==> config.mk <==
export PLATFORM = sky130hd
export DESIGN_NAME = chronos_runtime_config_flat
export DESIGN_NICKNAME = d
export VERILOG_FILES = /design/src/rtl/chronos_runtime_config_if.sv /design/src/rtl/chronos_runtime_config.sv /design/src/flat_wrapper.sv
export SDC_FILE = /design/constraint.sdc
export NUM_CORES = 1
export LEC_CHECK = 0
export ABC_AREA = 1
export BUFFER_PORTS_ARGS = -buffer_cell sky130_fd_sc_hd__buf_2
export CAP_MARGIN = 0
export CORE_UTILIZATION = 23
export CTS_CLUSTER_SIZE = 16
export DETAILED_ROUTE_END_ITERATION = 10
export GPL_TIMING_DRIVEN = 0
export PLACE_DENSITY = 0.49
export SLEW_MARGIN = 10
export SYNTH_ARGS = -nofsm -noshare
export SYNTH_HDL_FRONTEND = slang
export SYNTH_SLANG_ARGS = --single-unit
==> constraint.sdc <==
create_clock -name clk -period 8.08 [get_ports clk]
set_input_delay 0.808 -clock clk [delete_from_list [all_inputs] [get_ports clk]]
set_output_delay 0.808 -clock clk [all_outputs]
set_load 0.05 [all_outputs]
==> src/rtl/chronos_runtime_config_if.sv <==
// Register bus between the host-side OCL register path and chronos_runtime_config.
//   master : host side; drives write/read requests and consumes wready/rvalid/rdata.
//   slave  : register block side; accepts writes, returns read data one cycle later.
// Signals:
//   reg_wvalid/reg_waddr/reg_wdata : write request, held by the host until reg_wready.
//   reg_wready                     : write accepted in the cycle wvalid && wready.
//   reg_arvalid/reg_araddr         : read request, always accepted.
//   reg_rvalid/reg_rdata           : read response, one cycle after the request.
interface chronos_runtime_config_if #(
   parameter int AW        = 4,
   parameter int CFG_WIDTH = 32
);
   logic                 reg_wvalid;
   logic [AW-1:0]        reg_waddr;
   logic [CFG_WIDTH-1:0] reg_wdata;
   logic                 reg_wready;
   logic                 reg_arvalid;
   logic [AW-1:0]        reg_araddr;
   logic                 reg_rvalid;
   logic [CFG_WIDTH-1:0] reg_rdata;

   modport master (
      output reg_wvalid, reg_waddr, reg_wdata, reg_arvalid, reg_araddr,
      input  reg_wready, reg_rvalid, reg_rdata
   );

   modport slave (
      input  reg_wvalid, reg_waddr, reg_wdata, reg_arvalid, reg_araddr,
      output reg_wready, reg_rvalid, reg_rdata
   );
endinterface

==> src/rtl/chronos_runtime_config.sv <==
// Runtime configuration register block.
// Holds N_CFG_REGS shadow words written by the host; a commit quiesces the
// masked tiles, waits for them to drain (bounded by TIMEOUT_CYCLES, 0 = no
// bound) and then copies shadow to active in a single edge.
// Ports:
//   clk, rstn      : clock, synchronous active-low reset.
//   reg_bus        : register bus (slave modport), see chronos_runtime_config_if.
//   tile_idle      : per-tile drained indication.
//   quiesce_req    : asks the tiles to stop dequeuing (DRAIN and APPLY).
//   cfg_tile_mask  : tiles taking part in a commit.
//   cfg_active     : active words, word i at [i*CFG_WIDTH +: CFG_WIDTH].
//   cfg_update     : one-cycle pulse in the cycle new active values appear.
//   busy           : high whenever a commit is in progress.
// Address map: 0..N-1 shadow, N CTRL (bit0 = commit), N+1 TILE_MASK,
// N+2 STATUS {count[15:8], timeout_err[1], busy[0]}, N+3 VERSION.
module chronos_runtime_config #(
   parameter int N_TILES        = 8,
   parameter int N_CFG_REGS     = 8,
   parameter int CFG_WIDTH      = 32,
   parameter int TIMEOUT_CYCLES = 4096,
   parameter int CFG_VERSION    = 10
) (
   input  logic                            clk,
   input  logic                            rstn,
   chronos_runtime_config_if.slave         reg_bus,
   input  logic [N_TILES-1:0]              tile_idle,
   output logic                            quiesce_req,
   output logic [N_TILES-1:0]              cfg_tile_mask,
   output logic [N_CFG_REGS*CFG_WIDTH-1:0] cfg_active,
   output logic                            cfg_update,
   output logic                            busy
);
   localparam int AW = $clog2(N_CFG_REGS + 4);
   localparam logic [AW-1:0] A_CTRL   = AW'(N_CFG_REGS);
   localparam logic [AW-1:0] A_MASK   = AW'(N_CFG_REGS + 1);
   localparam logic [AW-1:0] A_STATUS = AW'(N_CFG_REGS + 2);
   localparam logic [AW-1:0] A_VER    = AW'(N_CFG_REGS + 3);

   // The drain counter only has to reach TIMEOUT_CYCLES-1.
   localparam int CNT_W = (TIMEOUT_CYCLES > 1) ? $clog2(TIMEOUT_CYCLES) : 1;
   localparam logic [CNT_W-1:0] CNT_LAST =
      (TIMEOUT_CYCLES > 0) ? CNT_W'(TIMEOUT_CYCLES - 1) : '0;
   localparam bit TIMEOUT_EN = (TIMEOUT_CYCLES != 0);

   typedef enum logic [1:0] {IDLE, DRAIN, APPLY, DONE} state_t;

   state_t               state;
   logic [CFG_WIDTH-1:0] shadow [N_CFG_REGS];
   logic [CFG_WIDTH-1:0] active [N_CFG_REGS];
   logic [N_TILES-1:0]   tile_mask;
   logic                 timeout_err;
   logic [7:0]           commit_cnt;
   logic [CNT_W-1:0]     drain_cnt;
   logic [CFG_WIDTH-1:0] rd_mux;

   logic wr_status;
   logic wr_fire;
   logic commit_go;
   logic drained;
   logic timed_out;

   // STATUS writes must get through while busy so the host can always clear
   // the error; everything else stalls until the commit has finished.
   assign wr_status          = (reg_bus.reg_waddr == A_STATUS);
   assign reg_bus.reg_wready = (state == IDLE) || wr_status;
   assign wr_fire            = reg_bus.reg_wvalid && reg_bus.reg_wready;
   assign commit_go          = wr_fire && (reg_bus.reg_waddr == A_CTRL) && reg_bus.reg_wdata[0];

   // Unmasked tiles count as idle, so an empty mask drains immediately.
   assign drained   = &(tile_idle | ~tile_mask);
   assign timed_out = TIMEOUT_EN && (drain_cnt == CNT_LAST);

   // Commit sequencer with registered outputs
   always_ff @(posedge clk) begin
      if (!rstn) begin
         state       <= IDLE;
         drain_cnt   <= '0;
         quiesce_req <= 1'b0;
         cfg_update  <= 1'b0;
         busy        <= 1'b0;
      end else begin
         case (state)
            IDLE: begin
               if (commit_go) begin
                  state       <= DRAIN;
                  drain_cnt   <= '0;
                  quiesce_req <= 1'b1;
                  busy        <= 1'b1;
               end
            end
            DRAIN: begin
               drain_cnt <= drain_cnt + CNT_W'(1);
               if (drained) begin
                  state <= APPLY;
               end else if (timed_out) begin
                  state       <= IDLE;
                  quiesce_req <= 1'b0;
                  busy        <= 1'b0;
               end
            end
            APPLY: begin
               state       <= DONE;
               quiesce_req <= 1'b0;
               cfg_update  <= 1'b1;
            end
            DONE: begin
               state      <= IDLE;
               cfg_update <= 1'b0;
               busy       <= 1'b0;
            end
            default: begin
               state       <= IDLE;
               quiesce_req <= 1'b0;
               cfg_update  <= 1'b0;
               busy        <= 1'b0;
            end
         endcase
      end
   end

   // Register file: shadow, mask, status and the shadow-to-active copy
   always_ff @(posedge clk) begin
      if (!rstn) begin
         for (int i = 0; i < N_CFG_REGS; i++) begin
            shadow[i] <= '0;
            active[i] <= '0;
         end
         tile_mask   <= '1;
         timeout_err <= 1'b0;
         commit_cnt  <= '0;
      end else begin
         if (wr_fire) begin
            for (int i = 0; i < N_CFG_REGS; i++) begin
               if (reg_bus.reg_waddr == AW'(i)) shadow[i] <= reg_bus.reg_wdata;
            end
            if (reg_bus.reg_waddr == A_MASK) tile_mask <= reg_bus.reg_wdata[N_TILES-1:0];
         end
         // Setting the error wins over a host clear in the same cycle.
         if (state == DRAIN && !drained && timed_out) begin
            timeout_err <= 1'b1;
         end else if (wr_fire && wr_status) begin
            timeout_err <= 1'b0;
         end
         if (state == APPLY) begin
            for (int i = 0; i < N_CFG_REGS; i++) active[i] <= shadow[i];
            commit_cnt <= commit_cnt + 8'd1;
         end
      end
   end

   always_comb begin
      rd_mux = '0;
      for (int i = 0; i < N_CFG_REGS; i++) begin
         if (reg_bus.reg_araddr == AW'(i)) rd_mux = shadow[i];
      end
      if (reg_bus.reg_araddr == A_MASK)   rd_mux = CFG_WIDTH'(tile_mask);
      if (reg_bus.reg_araddr == A_STATUS) rd_mux = CFG_WIDTH'({commit_cnt, 6'b0, timeout_err, busy});
      if (reg_bus.reg_araddr == A_VER)    rd_mux = CFG_WIDTH'(CFG_VERSION);
   end

   // Read response stage
   always_ff @(posedge clk) begin
      if (!rstn) begin
         reg_bus.reg_rvalid <= 1'b0;
         reg_bus.reg_rdata  <= '0;
      end else begin
         reg_bus.reg_rvalid <= reg_bus.reg_arvalid;
         reg_bus.reg_rdata  <= reg_bus.reg_arvalid ? rd_mux : '0;
      end
   end

   assign cfg_tile_mask = tile_mask;

   for (genvar g = 0; g < N_CFG_REGS; g++) begin : g_active
      assign cfg_active[g*CFG_WIDTH +: CFG_WIDTH] = active[g];
   end
endmodule
==> src/flat_wrapper.sv <==
// flat-port wrapper written by rule: the top's interface ports become plain ports
module chronos_runtime_config_flat 
#(
   parameter int N_TILES        = 8,
   parameter int N_CFG_REGS     = 8,
   parameter int CFG_WIDTH      = 32,
   parameter int TIMEOUT_CYCLES = 4096,
   parameter int CFG_VERSION    = 10
)
  (clk, rstn, tile_idle, quiesce_req, cfg_tile_mask, cfg_active, cfg_update, busy, reg_bus_reg_wvalid, reg_bus_reg_waddr, reg_bus_reg_wdata, reg_bus_reg_arvalid, reg_bus_reg_araddr, reg_bus_reg_wready, reg_bus_reg_rvalid, reg_bus_reg_rdata);
  chronos_runtime_config_if #(.CFG_WIDTH(CFG_WIDTH)) reg_bus_i ();
  input  logic clk;
  input  logic rstn;
  input  logic [N_TILES-1:0] tile_idle;
  output logic quiesce_req;
  output logic [N_TILES-1:0] cfg_tile_mask;
  output logic [N_CFG_REGS*CFG_WIDTH-1:0] cfg_active;
  output logic cfg_update;
  output logic busy;
  input wire logic [$bits(reg_bus_i.reg_wvalid)-1:0] reg_bus_reg_wvalid;
  input wire logic [$bits(reg_bus_i.reg_waddr)-1:0] reg_bus_reg_waddr;
  input wire logic [$bits(reg_bus_i.reg_wdata)-1:0] reg_bus_reg_wdata;
  input wire logic [$bits(reg_bus_i.reg_arvalid)-1:0] reg_bus_reg_arvalid;
  input wire logic [$bits(reg_bus_i.reg_araddr)-1:0] reg_bus_reg_araddr;
  output wire logic [$bits(reg_bus_i.reg_wready)-1:0] reg_bus_reg_wready;
  output wire logic [$bits(reg_bus_i.reg_rvalid)-1:0] reg_bus_reg_rvalid;
  output wire logic [$bits(reg_bus_i.reg_rdata)-1:0] reg_bus_reg_rdata;
  assign reg_bus_i.reg_wvalid = reg_bus_reg_wvalid;
  assign reg_bus_i.reg_waddr = reg_bus_reg_waddr;
  assign reg_bus_i.reg_wdata = reg_bus_reg_wdata;
  assign reg_bus_i.reg_arvalid = reg_bus_reg_arvalid;
  assign reg_bus_i.reg_araddr = reg_bus_reg_araddr;
  assign reg_bus_reg_wready = reg_bus_i.reg_wready;
  assign reg_bus_reg_rvalid = reg_bus_i.reg_rvalid;
  assign reg_bus_reg_rdata = reg_bus_i.reg_rdata;
  chronos_runtime_config #(.N_TILES(N_TILES), .N_CFG_REGS(N_CFG_REGS), .CFG_WIDTH(CFG_WIDTH), .TIMEOUT_CYCLES(TIMEOUT_CYCLES), .CFG_VERSION(CFG_VERSION)) u_core (.clk(clk), .rstn(rstn), .reg_bus(reg_bus_i), .tile_idle(tile_idle), .quiesce_req(quiesce_req), .cfg_tile_mask(cfg_tile_mask), .cfg_active(cfg_active), .cfg_update(cfg_update), .busy(busy));
endmodule
### Word-level counts from Yosys, hierarchy flattened

Memories as Yosys holds them, arrays and structs flattened.
Index checks and enable logic that the tools add are counted.

| storage, ports and cells | value |
|---|---|
| bits in registers | 67 |
| memory bits (writable) | 512 |
| input bits | 52 |
| word-level logic and storage cells | 168 |
| memories kept | 2 |

Memory list:

| memory | depth | bits a word | read ports | clocked after memory_dff | write ports | RTL line | source |
|---|---|---|---|---|---|---|---|
| u_core.active | 8 | 32 | 8 | 0 | 8 | chronos_runtime_config.sv:49 | `logic [CFG_WIDTH-1:0] active [N_CFG_REGS];` |
| u_core.shadow | 8 | 32 | 8 | 0 | 8 | chronos_runtime_config.sv:48 | `logic [CFG_WIDTH-1:0] shadow [N_CFG_REGS];` |

| operators by class | value |
|---|---|
| add/sub/neg operators | 2 |
| eq/ne operators | 28 |
| multiplexer cells | 77 |
| bitwise gates (word level) | 20 |
| reductions and logical operators | 26 |

Operator list:

| cell | number |
|---|---|
| 2-to-1 mux 32 bit | 24 |
| 2-to-1 mux 1 bit | 41 |
| equality test 4 x 3 -> 1 bit, second input constant | 8 |
| 2-to-1 mux 16 bit | 2 |
| equality test 4 bit, second input constant | 6 |
| one-hot mux 12 bit (2 select lines) | 1 |
| equality test 4 x 2 -> 1 bit, second input constant | 4 |
| bitwise OR 1 bit | 16 |
| adder 12 x 1 -> 12 bit, second input constant | 1 |
| equality test 12 bit, second input constant | 1 |
| 2-to-1 mux 12 bit | 1 |
| adder 8 x 1 -> 8 bit, second input constant | 1 |
| equality test 4 x 1 -> 1 bit, second input constant | 2 |
| zero test 4 bit | 2 |
| NOT 8 bit | 1 |
| bitwise OR 8 bit | 1 |
| one-hot mux 2 bit (4 select lines) | 1 |
| AND reduction 2 bit | 4 |
| AND reduction 4 bit | 2 |
| AND reduction 8 bit | 1 |
| logical AND 1 bit | 6 |
| 2-to-1 mux 2 bit | 3 |
| one-hot mux 1 bit (3 select lines) | 2 |
| nonzero test 2 bit | 3 |
| other kinds (15) | 19 |

### Longest topological paths before layout

| depth | value |
|---|---|
| depth after elaboration | 12 |
| gate-level depth with buffers | 12 |
| gate-level depth less buffers | 11 |

### Least setup slack after synthesis

OpenSTA, ideal clock, no wires.

| path | value |
|---|---|
| path kind | input-to-reg |
| from | input rstn |
| to | memory u_core.active[0][0], enable pin |
| library setup time | 1.957 ns |
| data arrival time | 5.696 ns |
| required time | 6.123 ns |
| slack | 0.427 ns |
| stages on the path | 4 |
| path buffers | 3 |
| cell sequence | buf_2 clkbuf_1 clkbuf_1 nand2_1 |

RTL lines:

| element | RTL line | source |
|---|---|---|
| start: declaration | flat_wrapper.sv:13 | `input logic rstn;` |
| end: declaration | chronos_runtime_config.sv:49 |  |

==> reports/metrics.yaml <==
status:
  status: "complete, no violations"
place:
  gp_congestion: 0.880
  port_buffers: 351
  dp.cells: 3792
  hpwl_mm: 65.4
  pre_cts_ws_ns: 3.86
synth:
  syn_area_sq_um: 23200
  syn_nets: 2189
  synthCells: 2130
  avgSynthCellArea_sq_um: 10.9
  yosysUniqueCellTypes: 35
  synth-warning-count: 0
  synth_seq_cells: 579
  yosysSeqAreaShare_pct: 72.1
clock_network:
  hold_buffers: 0
  cts_tree: "yes"
  numCtsBuffers: 61
  htreeDepth: 2
  clkSinkCount: 579
  cts_resized: 0
  path_clk_slew_ns: 0.06
  ctsRootBufferMaster: "clkbuf_16"
  clockBufferDepth: 3
  cts_setup_buffers: 0
  clk_latency_ns: 0.65
sta:
  final_max_slew_viol_count: 0
  rsz0062_at_grt: "no"
  whs_ns: 0.411
  fin_crit_sh_pct: 43.6
  slew_headroom_pct: 23.9
  period_needed_ns: 3.52
  fin_ws_ns: 4.56
  fmax_ghz: 0.284
  skew_ns: 0.0327
  setup_violations: 0
  worst-slew-pin-transition_ns: 1.14
  finalHoldViolCount: 0
pwr:
  power_density_nw_per_um2: 257
  leakage_nw: 12.5
  peakVddDrop_mv: 0.150
layout:
  regArea_sq_um: 16700
  area_growth_pct: 25.7
  fillCellCount: 10483
  mostFrequentLayoutCells: "nor2_1 (537), edfxtp_1 (512), buf_2 (387)"
  fin_nets: 2616
  final_cell_count_no_fill: 3910
  multi_input_area_sq_um: 4730
  fin_util_pct: 29.1
  drive_gt1_share_pct: 21.0
  final_common_cell: "nor2_1"
route:
  wl_per_cell_microns: 21.5
  drt_first_pass_iters: 5
  drc: 0
  drt_iter0_drc: 1456
  num_vias: 16367
  routed_wirelength_mm: 84.0
  ant_nets: 0
  viasPerCell: 4.19
setup_path:
  end_kind: "flop"
  arrival_ns: 3.90
  worst-path-max-fanout: 10
  path_class: "input port to flop"
  cp_data_required_time_ns: 8.45
  r2r_start: "u_core.state[0]$_SDFFE_PN0P_"
  cp-start-kind: "input port"
  crit_start: "rstn"
die:
  die_w_microns: 319
  fp.dieH_microns: 319
  io_pins: 353
  start_util_pct: 23.2
  dieArea_sq_um: 102000
  core_area_sq_um: 100000
  rows: 116
global_routing:
  grt_antenna_before_repair: 13
  grt_pass1_vias: 16056
  grt_first_pass_wirelength_mm: 116
  grt_max_degree: 67
  grt_use_total_pct: 16.1
  overflow: 0
run:
  drv_cap: 0
min_path:
  hold_class: "input port to flop"
  hold_start: "reg_bus_reg_wdata[4]"
## where the power goes
group          internal, mW  switching [mW]  leakage [nW]
Sequential             3.43          0.0761          5.82
Clock                  1.91            1.26          1.12
Combinational         0.146           0.665          5.57
## synth_stat cells, drive strengths merged
master	n	area share [%]
nor3b	2	0.065
and3	1	0.027
nand3b	1	0.032
o21ai	23	0.50
o41ai	1	0.038
nand2	309	5.1
a211oi	1	0.032
o22ai	15	0.40
dfxtp	67	5.8
o21bai	1	0.032
nor3	21	0.45
ha	7	0.38
clkbuf	39	0.63
nand4	39	1.1
xor2	2	0.076
edfxtp	512	66
a31o	1	0.038
or2	9	0.24
nand3	47	1.0
buf	45	1.1
nor2	548	9.1
a21oi	62	1.4
o221ai	8	0.30
inv	369	6.0
## registers in the layout, indices dropped and copies added (netlist names), 8 cells and up, named ones only
| name | count |
|---|---|
| u_core.commit_cnt | 8 |
| u_core.active | 256 |
| u_core.drain_cnt | 12 |
| u_core.reg_bus.reg_rdata | 32 |
| u_core.shadow | 256 |
| u_core.cfg_tile_mask | 8 |
## critical path: stages
cell and delay, ns:
buf_2 0.19, clkbuf_1 0.49, clkbuf_1 0.90, o41ai_2 0.44, buf_2 0.28, buf_4 0.18
buf_2 0.18, buf_2 0.20, buf_2 0.20
## cells by family after synthesis
| kind of cell | synth area share (%) |
|---|---|
| AND/OR/NAND/NOR | 17.1 |
| flip-flops | 72.1 |
| buffers and inverters | 7.67 |
| AO/OA/AOI/OAI | 2.70 |
| adder cells (fa/ha/maj) | 0.378 |
| XOR/XNOR | 0.0756 |
## per-layer routing
metal | GRT usage (%) | up-vias | wire length (microns)
li1 | - | 7698 | -
met1 | 21.6 | 7916 | 35600
met5 | 0 | - | 46
met2 | 26.9 | 634 | 40200
met4 | 3.63 | 8 | 1580
met3 | 3.16 | 111 | 6460
## path summary, 6_finish.rpt
path,cells after the start,slack (ns),endpoint
max,9,4.56,u_core.shadow[1][124]$_DFFE_PP_
min,3,0.41,u_core.cfg_tile_mask[4]$_SDFFE_PN1P_
max reg2reg,11,4.66,u_core.shadow[1][124]$_DFFE_PP_
min reg2reg,2,0.46,u_core.commit_cnt[7]$_SDFFE_PN0P_
## metrics by stage
stage                     TNS [ns]  total power [mW]  instance area [sq um]
final                            0              7.49                  29100
after global routing             0              7.74                  29100
after CTS                        0              7.58                  29100
after detailed placement         0              4.39                  26800
after global placement    -1064.07              4.41                  26600
after floorplan                  0              4.10                  23200
## area by class of cell
class | instances | area share [%]
Multi-Input combinational cell | 1098 | 16.2
Clock inverter | 43 | 1.89
Antenna cell | 2 | 0.0172
Clock buffer | 73 | 5.93
Buffer | 84 | 1.35
Inverter | 369 | 4.76
Tap cell | 1298 | 5.58
Timing Repair Buffer | 364 | 6.86
Sequential cell | 579 | 57.4
No activity file was read; power rests on OpenSTA's default activity.
